==> src/rtl/exe_stage_pkg.sv <==
`default_nettype none
// ============================================================================
// Module      : arm_defs (package)
// Description : Shared encodings for the ARM-subset execute stage.
// Revision    : 1.0 - initial release
// ============================================================================
package arm_defs;

    localparam logic [3:0] C_ALU_MOV = 4'b0001;
    localparam logic [3:0] C_ALU_MVN = 4'b1001;
    localparam logic [3:0] C_ALU_ADD = 4'b0010;
    localparam logic [3:0] C_ALU_ADC = 4'b0011;
    localparam logic [3:0] C_ALU_SUB = 4'b0100;
    localparam logic [3:0] C_ALU_SBC = 4'b0101;
    localparam logic [3:0] C_ALU_AND = 4'b0110;
    localparam logic [3:0] C_ALU_ORR = 4'b0111;
    localparam logic [3:0] C_ALU_EOR = 4'b1000;

    localparam logic [1:0] C_SH_LSL = 2'b00;
    localparam logic [1:0] C_SH_LSR = 2'b01;
    localparam logic [1:0] C_SH_ASR = 2'b10;
    localparam logic [1:0] C_SH_ROR = 2'b11;

    localparam logic [1:0] C_FWD_RF  = 2'b00;
    localparam logic [1:0] C_FWD_MEM = 2'b01;
    localparam logic [1:0] C_FWD_WB  = 2'b10;

    localparam int C_BIT_N = 3;
    localparam int C_BIT_Z = 2;
    localparam int C_BIT_C = 1;
    localparam int C_BIT_V = 0;

    // 2'b11 falls back to the register file, same as 2'b00.
    function automatic logic [31:0] f_forward(input logic [1:0]  sel,
                                              input logic [31:0] rf_val,
                                              input logic [31:0] mem_val,
                                              input logic [31:0] wb_val);
        case (sel)
            C_FWD_MEM: f_forward = mem_val;
            C_FWD_WB:  f_forward = wb_val;
            default:   f_forward = rf_val;
        endcase
    endfunction

endpackage
`default_nettype wire

==> src/rtl/exe_stage_if.sv <==
`default_nettype none
// ============================================================================
// Module      : exe_stage_if
// Description : ID/EX inputs and EX/MEM outputs of the execute stage.
// Revision    : 1.0 - initial release
// ============================================================================
interface exe_stage_if;
    logic [31:0] pc_in;
    logic        mem_read_in;
    logic        mem_write_in;
    logic        wb_enable_in;
    logic        branch_taken_in;
    logic        status_write_enable_in;
    logic [3:0]  alu_cmd_in;
    logic [31:0] val_rn_in;
    logic [31:0] val_rm_in;
    logic        immediate_in;
    logic [23:0] signed_immediate_in;
    logic [11:0] shift_operand_in;
    logic [3:0]  dest_reg_in;
    logic [1:0]  sel_src1;
    logic [1:0]  sel_src2;
    logic [31:0] mem_fwd_val;
    logic [31:0] wb_fwd_val;

    logic [31:0] branch_address;
    logic        branch_taken_out;
    logic [3:0]  status_out;
    logic [31:0] alu_result_out;
    logic [31:0] val_rm_out;
    logic [3:0]  dest_reg_out;
    logic        mem_read_out;
    logic        mem_write_out;
    logic        wb_enable_out;

    modport master (
        output pc_in, mem_read_in, mem_write_in, wb_enable_in, branch_taken_in,
               status_write_enable_in, alu_cmd_in, val_rn_in, val_rm_in,
               immediate_in, signed_immediate_in, shift_operand_in, dest_reg_in,
               sel_src1, sel_src2, mem_fwd_val, wb_fwd_val,
        input  branch_address, branch_taken_out, status_out, alu_result_out,
               val_rm_out, dest_reg_out, mem_read_out, mem_write_out, wb_enable_out
    );

    modport slave (
        input  pc_in, mem_read_in, mem_write_in, wb_enable_in, branch_taken_in,
               status_write_enable_in, alu_cmd_in, val_rn_in, val_rm_in,
               immediate_in, signed_immediate_in, shift_operand_in, dest_reg_in,
               sel_src1, sel_src2, mem_fwd_val, wb_fwd_val,
        output branch_address, branch_taken_out, status_out, alu_result_out,
               val_rm_out, dest_reg_out, mem_read_out, mem_write_out, wb_enable_out
    );
endinterface
`default_nettype wire

==> src/rtl/exe_stage_val2_generator.sv <==
`default_nettype none
// ============================================================================
// Module      : val2_generator
// Description : Second-operand builder: mem offset, rotated immediate, shifted Rm.
// Revision    : 1.0 - initial release
// ============================================================================
module val2_generator
    import arm_defs::*;
(
    input  wire logic [31:0] val_rm,
    input  wire logic [11:0] shift_operand,
    input  wire logic        immediate,
    input  wire logic        mem_access,
    output logic [31:0]      val2
);

    logic [4:0]  w_rot;
    logic [4:0]  w_amt;
    logic [31:0] w_imm8;
    logic [31:0] w_imm_val;
    logic [31:0] w_shift_val;

    assign w_rot  = {shift_operand[11:8], 1'b0};
    assign w_amt  = shift_operand[11:7];
    assign w_imm8 = {24'b0, shift_operand[7:0]};

    // A left shift by 32 yields zero, so a zero rotate degenerates cleanly.
    assign w_imm_val = (w_imm8 >> w_rot) | (w_imm8 << (6'd32 - {1'b0, w_rot}));

    always_comb begin
        w_shift_val = val_rm;
        case (shift_operand[6:5])
            C_SH_LSL: w_shift_val = val_rm << w_amt;
            C_SH_LSR: w_shift_val = val_rm >> w_amt;
            C_SH_ASR: w_shift_val = $unsigned($signed(val_rm) >>> w_amt);
            C_SH_ROR: w_shift_val = (val_rm >> w_amt) | (val_rm << (6'd32 - {1'b0, w_amt}));
            default:  w_shift_val = val_rm;
        endcase
    end

    always_comb begin
        if (mem_access)
            val2 = {20'b0, shift_operand};
        else if (immediate)
            val2 = w_imm_val;
        else
            val2 = w_shift_val;
    end

endmodule
`default_nettype wire

==> src/rtl/exe_stage.sv <==
`default_nettype none
// ============================================================================
// Module      : exe_stage
// Description : Execute stage with ALU, NZCV status and EX/MEM register.
// Revision    : 1.0 - initial release
// ============================================================================
module exe_stage
    import arm_defs::*;
(
    input  wire logic  clk,
    input  wire logic  rst,
    input  wire logic  freeze,
    exe_stage_if.slave bus
);

    logic [31:0] w_op1;
    logic [31:0] w_rm;
    logic [31:0] w_val2;
    logic [32:0] w_sum;
    logic [31:0] w_result;
    logic        w_cin;
    logic        w_c;
    logic        w_v;
    logic [3:0]  w_flags;

    logic [3:0]  r_status;
    logic [31:0] r_alu_result;
    logic [31:0] r_val_rm;
    logic [3:0]  r_dest_reg;
    logic        r_mem_read;
    logic        r_mem_write;
    logic        r_wb_enable;

    assign w_op1 = f_forward(bus.sel_src1, bus.val_rn_in, bus.mem_fwd_val, bus.wb_fwd_val);
    assign w_rm  = f_forward(bus.sel_src2, bus.val_rm_in, bus.mem_fwd_val, bus.wb_fwd_val);

    val2_generator u_val2 (
        .val_rm        (w_rm),
        .shift_operand (bus.shift_operand_in),
        .immediate     (bus.immediate_in),
        .mem_access    (bus.mem_read_in | bus.mem_write_in),
        .val2          (w_val2)
    );

    assign w_cin = r_status[C_BIT_C];

    // Subtraction is op1 + ~val2 + 1 so the carry-out is already NOT borrow.
    always_comb begin
        w_sum    = 33'd0;
        w_result = 32'd0;
        w_c      = r_status[C_BIT_C];
        w_v      = r_status[C_BIT_V];
        case (bus.alu_cmd_in)
            C_ALU_MOV: w_result = w_val2;
            C_ALU_MVN: w_result = ~w_val2;
            C_ALU_ADD, C_ALU_ADC: begin
                w_sum    = {1'b0, w_op1} + {1'b0, w_val2}
                         + {32'd0, (bus.alu_cmd_in == C_ALU_ADC) & w_cin};
                w_result = w_sum[31:0];
                w_c      = w_sum[32];
                w_v      = (w_op1[31] == w_val2[31]) && (w_sum[31] != w_op1[31]);
            end
            C_ALU_SUB, C_ALU_SBC: begin
                w_sum    = {1'b0, w_op1} + {1'b0, ~w_val2}
                         + {32'd0, (bus.alu_cmd_in == C_ALU_SBC) ? w_cin : 1'b1};
                w_result = w_sum[31:0];
                w_c      = w_sum[32];
                w_v      = (w_op1[31] != w_val2[31]) && (w_sum[31] != w_op1[31]);
            end
            C_ALU_AND: w_result = w_op1 & w_val2;
            C_ALU_ORR: w_result = w_op1 | w_val2;
            C_ALU_EOR: w_result = w_op1 ^ w_val2;
            default:   w_result = 32'd0;
        endcase
    end

    always_comb begin
        w_flags          = 4'd0;
        w_flags[C_BIT_N] = w_result[31];
        w_flags[C_BIT_Z] = (w_result == 32'd0);
        w_flags[C_BIT_C] = w_c;
        w_flags[C_BIT_V] = w_v;
    end

    always_ff @(posedge clk or negedge rst) begin
        if (!rst) begin
            r_status     <= 4'd0;
            r_alu_result <= 32'd0;
            r_val_rm     <= 32'd0;
            r_dest_reg   <= 4'd0;
            r_mem_read   <= 1'b0;
            r_mem_write  <= 1'b0;
            r_wb_enable  <= 1'b0;
        end else if (!freeze) begin
            r_alu_result <= w_result;
            r_val_rm     <= w_rm;
            r_dest_reg   <= bus.dest_reg_in;
            r_mem_read   <= bus.mem_read_in;
            r_mem_write  <= bus.mem_write_in;
            r_wb_enable  <= bus.wb_enable_in;
            if (bus.status_write_enable_in)
                r_status <= w_flags;
        end
    end

    assign bus.branch_address   = bus.pc_in + {{6{bus.signed_immediate_in[23]}},
                                               bus.signed_immediate_in, 2'b00};
    assign bus.branch_taken_out = bus.branch_taken_in;
    assign bus.status_out       = r_status;
    assign bus.alu_result_out   = r_alu_result;
    assign bus.val_rm_out       = r_val_rm;
    assign bus.dest_reg_out     = r_dest_reg;
    assign bus.mem_read_out     = r_mem_read;
    assign bus.mem_write_out    = r_mem_write;
    assign bus.wb_enable_out    = r_wb_enable;

endmodule
`default_nettype wire

==> src/flat_wrapper.sv <==
// flat-port wrapper written by rule: the top's interface ports become plain ports
module exe_stage_flat import arm_defs::*;
  (clk, rst, freeze, bus_pc_in, bus_mem_read_in, bus_mem_write_in, bus_wb_enable_in, bus_branch_taken_in, bus_status_write_enable_in, bus_alu_cmd_in, bus_val_rn_in, bus_val_rm_in, bus_immediate_in, bus_signed_immediate_in, bus_shift_operand_in, bus_dest_reg_in, bus_sel_src1, bus_sel_src2, bus_mem_fwd_val, bus_wb_fwd_val, bus_branch_address, bus_branch_taken_out, bus_status_out, bus_alu_result_out, bus_val_rm_out, bus_dest_reg_out, bus_mem_read_out, bus_mem_write_out, bus_wb_enable_out);
  exe_stage_if bus_i ();
  input  wire logic clk;
  input  wire logic rst;
  input  wire logic freeze;
  input wire logic [$bits(bus_i.pc_in)-1:0] bus_pc_in;
  input wire logic [$bits(bus_i.mem_read_in)-1:0] bus_mem_read_in;
  input wire logic [$bits(bus_i.mem_write_in)-1:0] bus_mem_write_in;
  input wire logic [$bits(bus_i.wb_enable_in)-1:0] bus_wb_enable_in;
  input wire logic [$bits(bus_i.branch_taken_in)-1:0] bus_branch_taken_in;
  input wire logic [$bits(bus_i.status_write_enable_in)-1:0] bus_status_write_enable_in;
  input wire logic [$bits(bus_i.alu_cmd_in)-1:0] bus_alu_cmd_in;
  input wire logic [$bits(bus_i.val_rn_in)-1:0] bus_val_rn_in;
  input wire logic [$bits(bus_i.val_rm_in)-1:0] bus_val_rm_in;
  input wire logic [$bits(bus_i.immediate_in)-1:0] bus_immediate_in;
  input wire logic [$bits(bus_i.signed_immediate_in)-1:0] bus_signed_immediate_in;
  input wire logic [$bits(bus_i.shift_operand_in)-1:0] bus_shift_operand_in;
  input wire logic [$bits(bus_i.dest_reg_in)-1:0] bus_dest_reg_in;
  input wire logic [$bits(bus_i.sel_src1)-1:0] bus_sel_src1;
  input wire logic [$bits(bus_i.sel_src2)-1:0] bus_sel_src2;
  input wire logic [$bits(bus_i.mem_fwd_val)-1:0] bus_mem_fwd_val;
  input wire logic [$bits(bus_i.wb_fwd_val)-1:0] bus_wb_fwd_val;
  output wire logic [$bits(bus_i.branch_address)-1:0] bus_branch_address;
  output wire logic [$bits(bus_i.branch_taken_out)-1:0] bus_branch_taken_out;
  output wire logic [$bits(bus_i.status_out)-1:0] bus_status_out;
  output wire logic [$bits(bus_i.alu_result_out)-1:0] bus_alu_result_out;
  output wire logic [$bits(bus_i.val_rm_out)-1:0] bus_val_rm_out;
  output wire logic [$bits(bus_i.dest_reg_out)-1:0] bus_dest_reg_out;
  output wire logic [$bits(bus_i.mem_read_out)-1:0] bus_mem_read_out;
  output wire logic [$bits(bus_i.mem_write_out)-1:0] bus_mem_write_out;
  output wire logic [$bits(bus_i.wb_enable_out)-1:0] bus_wb_enable_out;
  assign bus_i.pc_in = bus_pc_in;
  assign bus_i.mem_read_in = bus_mem_read_in;
  assign bus_i.mem_write_in = bus_mem_write_in;
  assign bus_i.wb_enable_in = bus_wb_enable_in;
  assign bus_i.branch_taken_in = bus_branch_taken_in;
  assign bus_i.status_write_enable_in = bus_status_write_enable_in;
  assign bus_i.alu_cmd_in = bus_alu_cmd_in;
  assign bus_i.val_rn_in = bus_val_rn_in;
  assign bus_i.val_rm_in = bus_val_rm_in;
  assign bus_i.immediate_in = bus_immediate_in;
  assign bus_i.signed_immediate_in = bus_signed_immediate_in;
  assign bus_i.shift_operand_in = bus_shift_operand_in;
  assign bus_i.dest_reg_in = bus_dest_reg_in;
  assign bus_i.sel_src1 = bus_sel_src1;
  assign bus_i.sel_src2 = bus_sel_src2;
  assign bus_i.mem_fwd_val = bus_mem_fwd_val;
  assign bus_i.wb_fwd_val = bus_wb_fwd_val;
  assign bus_branch_address = bus_i.branch_address;
  assign bus_branch_taken_out = bus_i.branch_taken_out;
  assign bus_status_out = bus_i.status_out;
  assign bus_alu_result_out = bus_i.alu_result_out;
  assign bus_val_rm_out = bus_i.val_rm_out;
  assign bus_dest_reg_out = bus_i.dest_reg_out;
  assign bus_mem_read_out = bus_i.mem_read_out;
  assign bus_mem_write_out = bus_i.mem_write_out;
  assign bus_wb_enable_out = bus_i.wb_enable_out;
  exe_stage u_core (.clk(clk), .rst(rst), .freeze(freeze), .bus(bus_i));
endmodule
==> config.mk <==
export PLATFORM = sky130hd
export DESIGN_NAME = exe_stage_flat
export DESIGN_NICKNAME = d
export VERILOG_FILES = /design/src/rtl/exe_stage_pkg.sv /design/src/rtl/exe_stage_if.sv /design/src/rtl/exe_stage_val2_generator.sv /design/src/rtl/exe_stage.sv /design/src/flat_wrapper.sv
export SDC_FILE = /design/constraint.sdc
export NUM_CORES = 1
export LEC_CHECK = 0
export ABC_AREA = 1
export BUFFER_PORTS_ARGS = -buffer_cell sky130_fd_sc_hd__buf_2
export CAP_MARGIN = 25
export CORE_ASPECT_RATIO = 0.8
export CORE_MARGIN = 2
export CORE_UTILIZATION = 54
export CTS_CLUSTER_SIZE = 24
export DETAILED_ROUTE_END_ITERATION = 8
export PLACE_DENSITY = 0.8
export SYNTH_ARGS = -nofsm -noshare
export SYNTH_HDL_FRONTEND = slang
export SYNTH_SLANG_ARGS = --single-unit
==> constraint.sdc <==
create_clock -name clk -period 3.2 [get_ports clk]
set_input_delay 0.16 -clock clk [delete_from_list [all_inputs] [get_ports clk]]
set_output_delay 0.16 -clock clk [all_outputs]
set_load 0.01 [all_outputs]
==> out/summary.txt, run 1 <==
failing step - global routing (5_1_grt)
number of levels in the clock H-tree - 3
share of the synthesized area in the top cell type - 0.213
TritonCTS buffer count - 9
die height - 169 um
maximum number of pins on one net before global-route repair - 78
global routing usage summed across all routing layers - 0.723
CTS root buf - sky130_fd_sc_hd__clkbuf_16
first logged error message - [ERROR GRT-0116] Global routing finished with congestion. Check the congestion regions in the DRC Viewer.
top-level I/O count - 325
dominant register cell in the synthesized netlist - sky130_fd_sc_hd__dfrtp_1
Avg Cell Area, Syn - 5.52 um^2
effective utilization at floorplan - 0.549
summed instance area of the synthesized netlist - 18500 um^2
count of distinct cell types in the synthesized netlist - 65
top post-synthesis cells by area - sky130_fd_sc_hd__nand2_1, sky130_fd_sc_hd__nand3_1, sky130_fd_sc_hd__dfrtp_1, sky130_fd_sc_hd__ha_1, sky130_fd_sc_hd__o21ai_0
sequential cell area fraction in the yosys report - 0.102
CTS Sinks - 75
number of buffers added on ports - 318
number of synthesized register bits - 75
Synth async-reset ratio - 1.00
number of flops mapped to enable cells by yosys - 0
detailed placer's ending HPWL - 86.1 mm
instance count of the mapped netlist - 3344
site row count - 60
net count of the mapped netlist - 3690
cell type with the largest total area after synthesis - sky130_fd_sc_hd__nand2_1
global-route wire length before repair - 195 mm
maximum clock path buffer count - 2
die span in x - 211 um
Yosys warning count - 0
grt total ovfl - 5
global placer's final weighted congestion - 1.24
via count of the first global-routing pass - 32400
run status - stopped before the end
## cells in the mapped netlist (all sizes together) (5+ instances only)
master	instances
nand2	1124
nand3	423
inv	354
o21ai	279
nor2	277
a21oi	175
ha	124
buf	92
dfrtp	75
clkbuf	64
o22ai	35
or2	35
a221o	33
nor3	32
nand4	31
xor2	26
a31oi	25
o211ai	19
a221oi	16
a211oi	13
o21bai	12
o221ai	11
xnor2	8
clkinv	6
o21a	6
o311ai	6
fa	5
o2111ai	5
o31ai	5
## logic make-up after synthesis
family | count (synthesis) | share of synthesized area
mux | 2 | 0.00108
compound gates | 653 | 0.213
flops | 75 | 0.102
xor+xnor | 34 | 0.0169
fa+ha+maj | 129 | 0.0894
simple gates | 1935 | 0.464
buf+inv | 516 | 0.114
## stage by stage
stage	hold WS (ns)	instance area (um^2)	setup slack (ns)	std cells
after floorplan	-0.136	18700	-1.23	3344
after global placement	0.320	26500	-2.01	4788
after detailed placement	0.320	26500	-2.19	4788
after CTS	0.0313	28500	-1.62	4882
## per-layer routing
metal	overflow	global-route usage
met5	0	0.401
met4	3	0.576
met3	0	0.604
met2	1	0.842
met1	1	0.781
## what timing repair did
item,in CTS
endpoints found under the hold margin,26
resized for setup,296
setup buffers,71
setup endpoints to repair,41
hold buffers,6
pin swaps,75
cloned,5
==> run 2: changes to the inputs <==
--- a/config.mk
+++ b/config.mk
@@ -8,12 +8,10 @@
 export ABC_AREA = 1
 export BUFFER_PORTS_ARGS = -buffer_cell sky130_fd_sc_hd__buf_2
 export CAP_MARGIN = 25
-export CORE_ASPECT_RATIO = 0.8
 export CORE_MARGIN = 2
-export CORE_UTILIZATION = 54
-export CTS_CLUSTER_SIZE = 24
+export CORE_UTILIZATION = 40
 export DETAILED_ROUTE_END_ITERATION = 8
-export PLACE_DENSITY = 0.8
+export PLACE_DENSITY_LB_ADDON = 0.15
 export SYNTH_ARGS = -nofsm -noshare
 export SYNTH_HDL_FRONTEND = slang
 export SYNTH_SLANG_ARGS = --single-unit
==> constraint.sdc (replaced) <==
create_clock -name clk -period 4.16 [get_ports clk]
set_input_delay 0.208 -clock clk [delete_from_list [all_inputs] [get_ports clk]]
set_output_delay 0.208 -clock clk [all_outputs]
set_load 0.01 [all_outputs]
==> run 2 against run 1 <==
Net effect: the flow now finishes, with violations (negative setup slack); area after synthesis is the same; synthesized cell count unchanged.
==> out/summary.txt, run 2 <==
TritonCTS buffer count - 9 (unchanged)
ratio of total power to cell area - 263 nW/um^2
global routing usage summed across all routing layers - 0.448
Remaining DRCs - 0
most common library cell in the layout ignoring fill and taps - sky130_fd_sc_hd__nand2_1
CTS Sinks - 75 (unchanged)
routed wire length - 111 mm
grt total ovfl - 0
CP required - 4.46 ns
CTS root buf - sky130_fd_sc_hd__clkbuf_16
Yosys warning count - 0 (unchanged)
count of cells along the worst register-to-register path - 26
violated checks - negative setup slack
clock insertion delay at the later pin of the skew report - 0.39 ns
sequential cell area fraction in the yosys report - 0.102 (unchanged)
count of distinct cell types in the synthesized netlist - 65 (unchanged)
Detailed Route Iter0 Violations - 2946
maximum clock path buffer count - 2 (unchanged)
portion of total power attributed to sequential cells - 0.115
effective utilization at floorplan - 0.406 (-0.143)
top layer used by detailed routing - met5
kind of launch point of the worst setup path - primary input
Avg Cell Area, Syn - 5.52 um^2 (unchanged)
VDD IR-drop max - 297 uV
number of nets in the layout - 4793
stage delay of the slowest cell on the critical path - 0.35 ns
die height - 219 um (+29%)
ratio of cells with drive above 1 in the final layout - 0.422
final setup slack of the worst path - -0.663 ns
part of the power in combinational logic - 0.768
maximum fanout along the worst path - 7
top post-synthesis cells by area - sky130_fd_sc_hd__nand2_1, sky130_fd_sc_hd__nand3_1, sky130_fd_sc_hd__dfrtp_1, sky130_fd_sc_hd__ha_1, sky130_fd_sc_hd__o21ai_0
final total power - 0.00786 W
number of flops mapped to enable cells by yosys - 0 (unchanged)
die span in x - 219 um (+3.8%)
placed cells - 4960 (+3.6%)
vias after detailed routing - 28700
worst hold path class - in -> reg
highest-delay cell along the critical path - sky130_fd_sc_hd__ha_4
maximum clock frequency - 207 MHz
number of cells traversed by the worst hold path - 3
core region area - 45500 um^2
share of the synthesized area in the top cell type - 0.213 (unchanged)
Die ar. - 47900 um^2
Hold Startpoint - bus_dest_reg_in[2]
Most Frequent Cell on Critical Path - sky130_fd_sc_hd__nand2_1
number of search-and-repair iterations in the first detailed-routing pass - 8
final clock period utilization by the worst path - 1.16
via count of the first global-routing pass - 26900
detailed-routed wire length on met2 - 49.3 mm
number of max-capacitance violations reported - 0
switching share of power - 0.500
Post-Place Cell Area - 26800 um^2 (+0.96%)
clock network power share - 0.117
run status - finished with violations
number of levels in the clock H-tree - 3 (unchanged)
Max Slew Vio Count - 0
internal power - 0.00393 W
Sw Pwr - 0.00393 W
top cells by instance count after synthesis - sky130_fd_sc_hd__nand2_1, sky130_fd_sc_hd__nand3_1, sky130_fd_sc_hd__inv_1
layout filler cell count - 4467
LEAKAGE - 15.7 nW
clock skew - 0.0119 ns
minimum clock period - 4.82 ns
RR Startpoint - u_core.bus.status_out[1]
top-count cell post-synth - sky130_fd_sc_hd__nand2_1
TritonCTS clock tree - built
slew at the pin closest to its max-slew limit - 0.982 ns
worst slew slack as a fraction of its limit - 0.339
routed metal-1 wire length - 40.0 mm
clock slew at the register clock pins of the worst setup and hold paths - 0.07 ns
vias per cell - 5.68
slack of the worst reg-to-reg path - 0.51 ns
net count of the mapped netlist - 3690 (unchanged)
top library cells by usage in the layout, fill and taps aside - sky130_fd_sc_hd__nand2_1, sky130_fd_sc_hd__buf_4, sky130_fd_sc_hd__buf_2
element type at the critical path end - flip-flop
total non-filler cell area in the finished layout - 29900 um^2
detailed placer's ending HPWL - 90.9 mm (+5.6%)
mean routed wirelength per cell - 22.0 um
number of buffers added on ports - 318 (unchanged)
global placer's final weighted congestion - 1.11 (-11%)
site row count - 78 (+30%)
capturing point of the worst reg2reg path - u_core.bus.status_out[2]
end point of the most critical hold path - u_core.bus.dest_reg_out[2]
Synth async-reset ratio - 1.00 (unchanged)
Routed met3 length - 10.8 mm
setup violators final - 29
summed instance area of the synthesized netlist - 18500 um^2 (unchanged)
Hold Fails Final Rpt - 0
initial antenna violation count - 4
ANT nets after route - 0
Setup TNS Final - -9.16 ns
top-level I/O count - 325 (unchanged)
Area growth, synth to finish - 61.7%
RSZ-0062 raised after global routing - yes
global-route wire length before repair - 160 mm
Non-Filler Instances - 5054
path type of the worst setup path - in -> reg
cell type with the largest total area after synthesis - sky130_fd_sc_hd__nand2_1
number of synthesized register bits - 75 (unchanged)
Data arrival, critical path - 5.13 ns
dominant register cell in the synthesized netlist - sky130_fd_sc_hd__dfrtp_1
instance count of the mapped netlist - 3344 (unchanged)
maximum number of pins on one net before global-route repair - 80
-- run 2: cell counts after synthesis --
Identical to the previous run, type by type.
-- run 2: cell type report --
class                      instances  area, um^2  area share
antenna                            2        5.00    0.000168
clock buffer                       9         225     0.00754
clock inverter                     7         108     0.00360
inverter                         360        1380      0.0462
multi-input combinational       2753       16500       0.551
sequential                        75        1880      0.0628
tap                              600         751      0.0251
timing repair buffer            1246        9040       0.303
timing repair inverter             2        17.5    0.000586
-- run 2: cells by family (layout without fill, tap and decap cells) --
kind of cell / count (synthesis) / after routing / synth area share
muxes: 2 / 2 / 0.00108
AOI/OAI and AO/OA: 653 / 653 / 0.213
DFF: 75 / 75 / 0.102
adders and majority gates: 129 / 129 / 0.0894
xor gates and xnor gates: 34 / 34 / 0.0169
and+or+nand+nor: 1935 / 1935 / 0.464
buffers and inverters: 516 / 1624 / 0.114
other: 0 / 2 / 0
-- run 2: worst max-delay path, delay by kind of cell --
family / cells / cell delay, ns
simple gates: 22 / 2.17
buf+inv: 16 / 1.48
fa+ha+maj: 2 / 0.63
compound gates: 4 / 0.62
-- run 2: worst max-delay path by stage --
| stage | startpoint | to | slack [ns] | cells after the start |
|---|---|---|---|---|
| after CTS | bus_sel_src2[0] | u_core.bus.status_out[2] | -0.62 | 43 |
| after global routing | bus_sel_src2[0] | u_core.bus.status_out[2] | -0.92 | 41 |
| after detailed placement | bus_sel_src2[0] | u_core.bus.status_out[2] | -1.39 | 39 |
| final | bus_sel_src2[0] | u_core.bus.status_out[2] | -0.66 | 44 |
| after floorplan | bus_shift_operand_in[8] | u_core.bus.status_out[2] | -0.37 | 43 |
| after global placement | bus_sel_src2[0] | u_core.bus.status_out[2] | -1.35 | 36 |
-- run 2: power by group through the flow --
stage | clock (W) | sequential (W) | combinational, W
after global placement | 0 | 0.000912 | 0.00515
final | 0.000920 | 0.000903 | 0.00604
after global routing | 0.000967 | 0.000913 | 0.00640
after CTS | 0.000931 | 0.000902 | 0.00553
after detailed placement | 0 | 0.000913 | 0.00516
after floorplan | 0 | 0.000956 | 0.00245
-- run 2: routing by layer --
layer,up-vias,track usage
met4,4,0.380
met3,581,0.0970
met2,1761,0.721
li1,13300,-
met1,13100,0.504
met5,-,0
-- run 2: what timing repair did --
action | CTS | global route
cloned | 3 | 0
endpoints found under the setup margin | 33 | 33
buffers inserted | 44 | 32
gates resized for setup | 313 | 259
hold buffers | 0 | 1
pin swaps | 82 | 84
endpoints found under the hold margin | 0 | 12
-- run 2: metrics by stage --
stage / setup WS [ns] / hold slack, ns / util
floorplan: -0.370 / -0.0876 / -
global placement: -1.35 / 0.408 / 0.589
detailed placement: -1.39 / 0.416 / 0.589
CTS: -0.621 / 0.0173 / 0.629
global route: -0.924 / 0.0197 / 0.657
finish: -0.663 / 0.0252 / 0.657
(Power assumes the default switching activity.)
==> run 3: changes to the inputs <==
--- a/config.mk
+++ b/config.mk
@@ -12,6 +12,7 @@
 export CORE_UTILIZATION = 40
 export DETAILED_ROUTE_END_ITERATION = 8
 export PLACE_DENSITY_LB_ADDON = 0.15
+export RECOVER_POWER = 25
 export SYNTH_ARGS = -nofsm -noshare
 export SYNTH_HDL_FRONTEND = slang
 export SYNTH_SLANG_ARGS = --single-unit
==> run 3 against run 2 <==
Net effect: the flow finishes with violations (max-capacitance violations, max-slew violations, negative setup slack); combinational power about the same; largest cell class unchanged; sequential cell count stayed put; count of clock-buffer cells in the layout unchanged; hold slack improved by 0.00085 ns; register-to-register slack about the same.
==> out/summary.txt, run 3 (same netlist as run 2, synthesis figures left out) <==
TritonCTS clock tree - built
routed wire length - 111 mm (+0.12%)
LEAKAGE - 15.7 nW (about the same)
Hold Fails Final Rpt - 0 (unchanged)
ratio of cells with drive above 1 in the final layout - 0.422 (about the same)
number of buffers added on ports - 318 (unchanged)
ratio of total power to cell area - 263 nW/um^2 (about the same)
core region area - 45500 um^2 (unchanged)
initial antenna violation count - 4 (unchanged)
RR Startpoint - u_core.bus.status_out[1]
most common library cell in the layout ignoring fill and taps - sky130_fd_sc_hd__nand2_1
placed cells - 4960 (unchanged)
vias per cell - 5.68 (about the same)
Max Slew Vio Count - 64 (+64)
ANT nets after route - 0 (unchanged)
die span in x - 219 um (unchanged)
worst slew slack as a fraction of its limit - -0.122 (-0.461)
highest-delay cell along the critical path - sky130_fd_sc_hd__ha_4
clock slew at the register clock pins of the worst setup and hold paths - 0.07 ns (about the same)
Hold Startpoint - bus_dest_reg_in[2]
global-route wire length before repair - 160 mm (unchanged)
CP required - 4.46 ns (about the same)
layout filler cell count - 4472 (+0.11%)
effective utilization at floorplan - 0.406 (unchanged)
RSZ-0062 raised after global routing - yes
top-level I/O count - 325 (unchanged)
number of search-and-repair iterations in the first detailed-routing pass - 7 (-1)
minimum clock period - 4.84 ns (+0.0209 ns)
Remaining DRCs - 0 (unchanged)
stage delay of the slowest cell on the critical path - 0.35 ns (about the same)
detailed placer's ending HPWL - 90.9 mm (unchanged)
global placer's final weighted congestion - 1.11 (unchanged)
count of cells along the worst register-to-register path - 26 (unchanged)
number of levels in the clock H-tree - 3 (unchanged)
final setup slack of the worst path - -0.684 ns (-0.0209 ns)
maximum number of pins on one net before global-route repair - 80 (unchanged)
via count of the first global-routing pass - 26900 (unchanged)
maximum clock path buffer count - 2 (unchanged)
run status - finished with violations
vias after detailed routing - 28700 (-0.014%)
element type at the critical path end - flip-flop
number of max-capacitance violations reported - 1 (+1)
site row count - 78 (unchanged)
slew at the pin closest to its max-slew limit - 1.68 ns (+0.702 ns)
setup violators final - 29 (unchanged)
top library cells by usage in the layout, fill and taps aside - sky130_fd_sc_hd__nand2_1, sky130_fd_sc_hd__buf_4, sky130_fd_sc_hd__buf_2
global routing usage summed across all routing layers - 0.448 (unchanged)
Detailed Route Iter0 Violations - 2970 (+0.81%)
final clock period utilization by the worst path - 1.16 (+0.00502)
TritonCTS buffer count - 9 (unchanged)
CTS root buf - sky130_fd_sc_hd__clkbuf_16
mean routed wirelength per cell - 22.0 um (+0.12%)
die height - 219 um (unchanged)
clock insertion delay at the later pin of the skew report - 0.39 ns (about the same)
Data arrival, critical path - 5.15 ns (+0.02 ns)
number of cells traversed by the worst hold path - 3 (unchanged)
Area growth, synth to finish - 61.6% (about the same)
worst hold path class - in -> reg
Most Frequent Cell on Critical Path - sky130_fd_sc_hd__nand2_1
number of nets in the layout - 4793 (unchanged)
violated checks - max-capacitance violations, max-slew violations, negative setup slack
maximum clock frequency - 206 MHz (-0.43%)
total non-filler cell area in the finished layout - 29800 um^2 (about the same)
kind of launch point of the worst setup path - primary input
grt total ovfl - 0 (unchanged)
CTS Sinks - 75 (unchanged)
Non-Filler Instances - 5054 (unchanged)
VDD IR-drop max - 299 uV (+0.53%)
maximum fanout along the worst path - 7 (unchanged)
Die ar. - 47900 um^2 (unchanged)
path type of the worst setup path - in -> reg
clock skew - 0.0111 ns (-0.000792 ns)
start point of the critical path - bus_sel_src2[0]
Post-Place Cell Area - 26800 um^2 (unchanged)
run 3: changes by cell type in the layout (fill, tap and decap cells not counted), sizes merged:
cell,delta
buf,-2
clkbuf,+2
run 3: per-stage QoR:
stage | TNS (ns) | hold slack (ns) | utilization | setup WS [ns] | total power (W)
6_report | -9.17 | 0.0260 | 0.656 | -0.684 | 0.00786
5_1_grt | -15.43 | 0.0197 | 0.656 | -0.924 | 0.00828
4_1_cts | -6.00 | 0.0173 | 0.629 | -0.621 | 0.00737
3_5_place_dp | -32.97 | 0.416 | 0.589 | -1.39 | 0.00607
3_3_place_gp | -30.73 | 0.408 | 0.589 | -1.35 | 0.00606
2_1_floorplan | -0.372 | -0.0876 | - | -0.370 | 0.00340
run 3: per-layer routing:
metal,vias to the layer above,track usage,share of wire
met5,-,0,0.00019
met4,4,0.380,0.097
met3,561,0.0970,0.095
met2,1717,0.721,0.45
met1,13100,0.504,0.36
li1,13300,-,-
run 3: final timing paths:
kind / endpoint / slack [ns]
max in group asynchronous: u_core.bus.val_rm_out[23] / 1.72
min in group asynchronous: u_core.bus.dest_reg_out[1] / 0.36
worst min-delay path: u_core.bus.dest_reg_out[2] / 0.03
worst min register to register: u_core.bus.alu_result_out[11] / 0.48
worst max register to register: u_core.bus.status_out[2] / 0.51
worst max-delay path: u_core.bus.status_out[2] / -0.68
run 3: final cells by class:
class / count / area, um^2 / share of cell area
Tap cell: 600 / 751 / 0.0252
Timing Repair inverter: 2 / 17.5 / 0.000587
Sequential cell: 75 / 1880 / 0.0629
Antenna cell: 2 / 5.00 / 0.000168
Timing Repair Buffer: 1246 / 9020 / 0.302
Multi-Input combinational cell: 2753 / 16500 / 0.552
Inverter: 360 / 1380 / 0.0463
Clock buffer: 9 / 225 / 0.00755
Clock inverter: 7 / 108 / 0.00361
run 3: timing repair:
action / 4_1_cts / 5_1_grt
gates cloned: 3 / 0
pin swaps: 82 / 84
hold buffers: 0 / 1
setup endpoints to repair: 33 / 33
resized for setup: 313 / 259
buffers inserted: 44 / 32
hold endpoints to repair: 0 / 12
run 3: critical path: cells and delay by family:
kind	cells	cell delay, ns
buf+inv	16	1.47
simple gates	22	2.18
fa+ha+maj	2	0.63
compound gates	4	0.61
run 3: report_power, final:
part           internal, W  leakage (nW)  switching (W)
logic              0.00255          14.6        0.00348
clock network     0.000538         0.160       0.000384
registers         0.000836         0.937      0.0000664
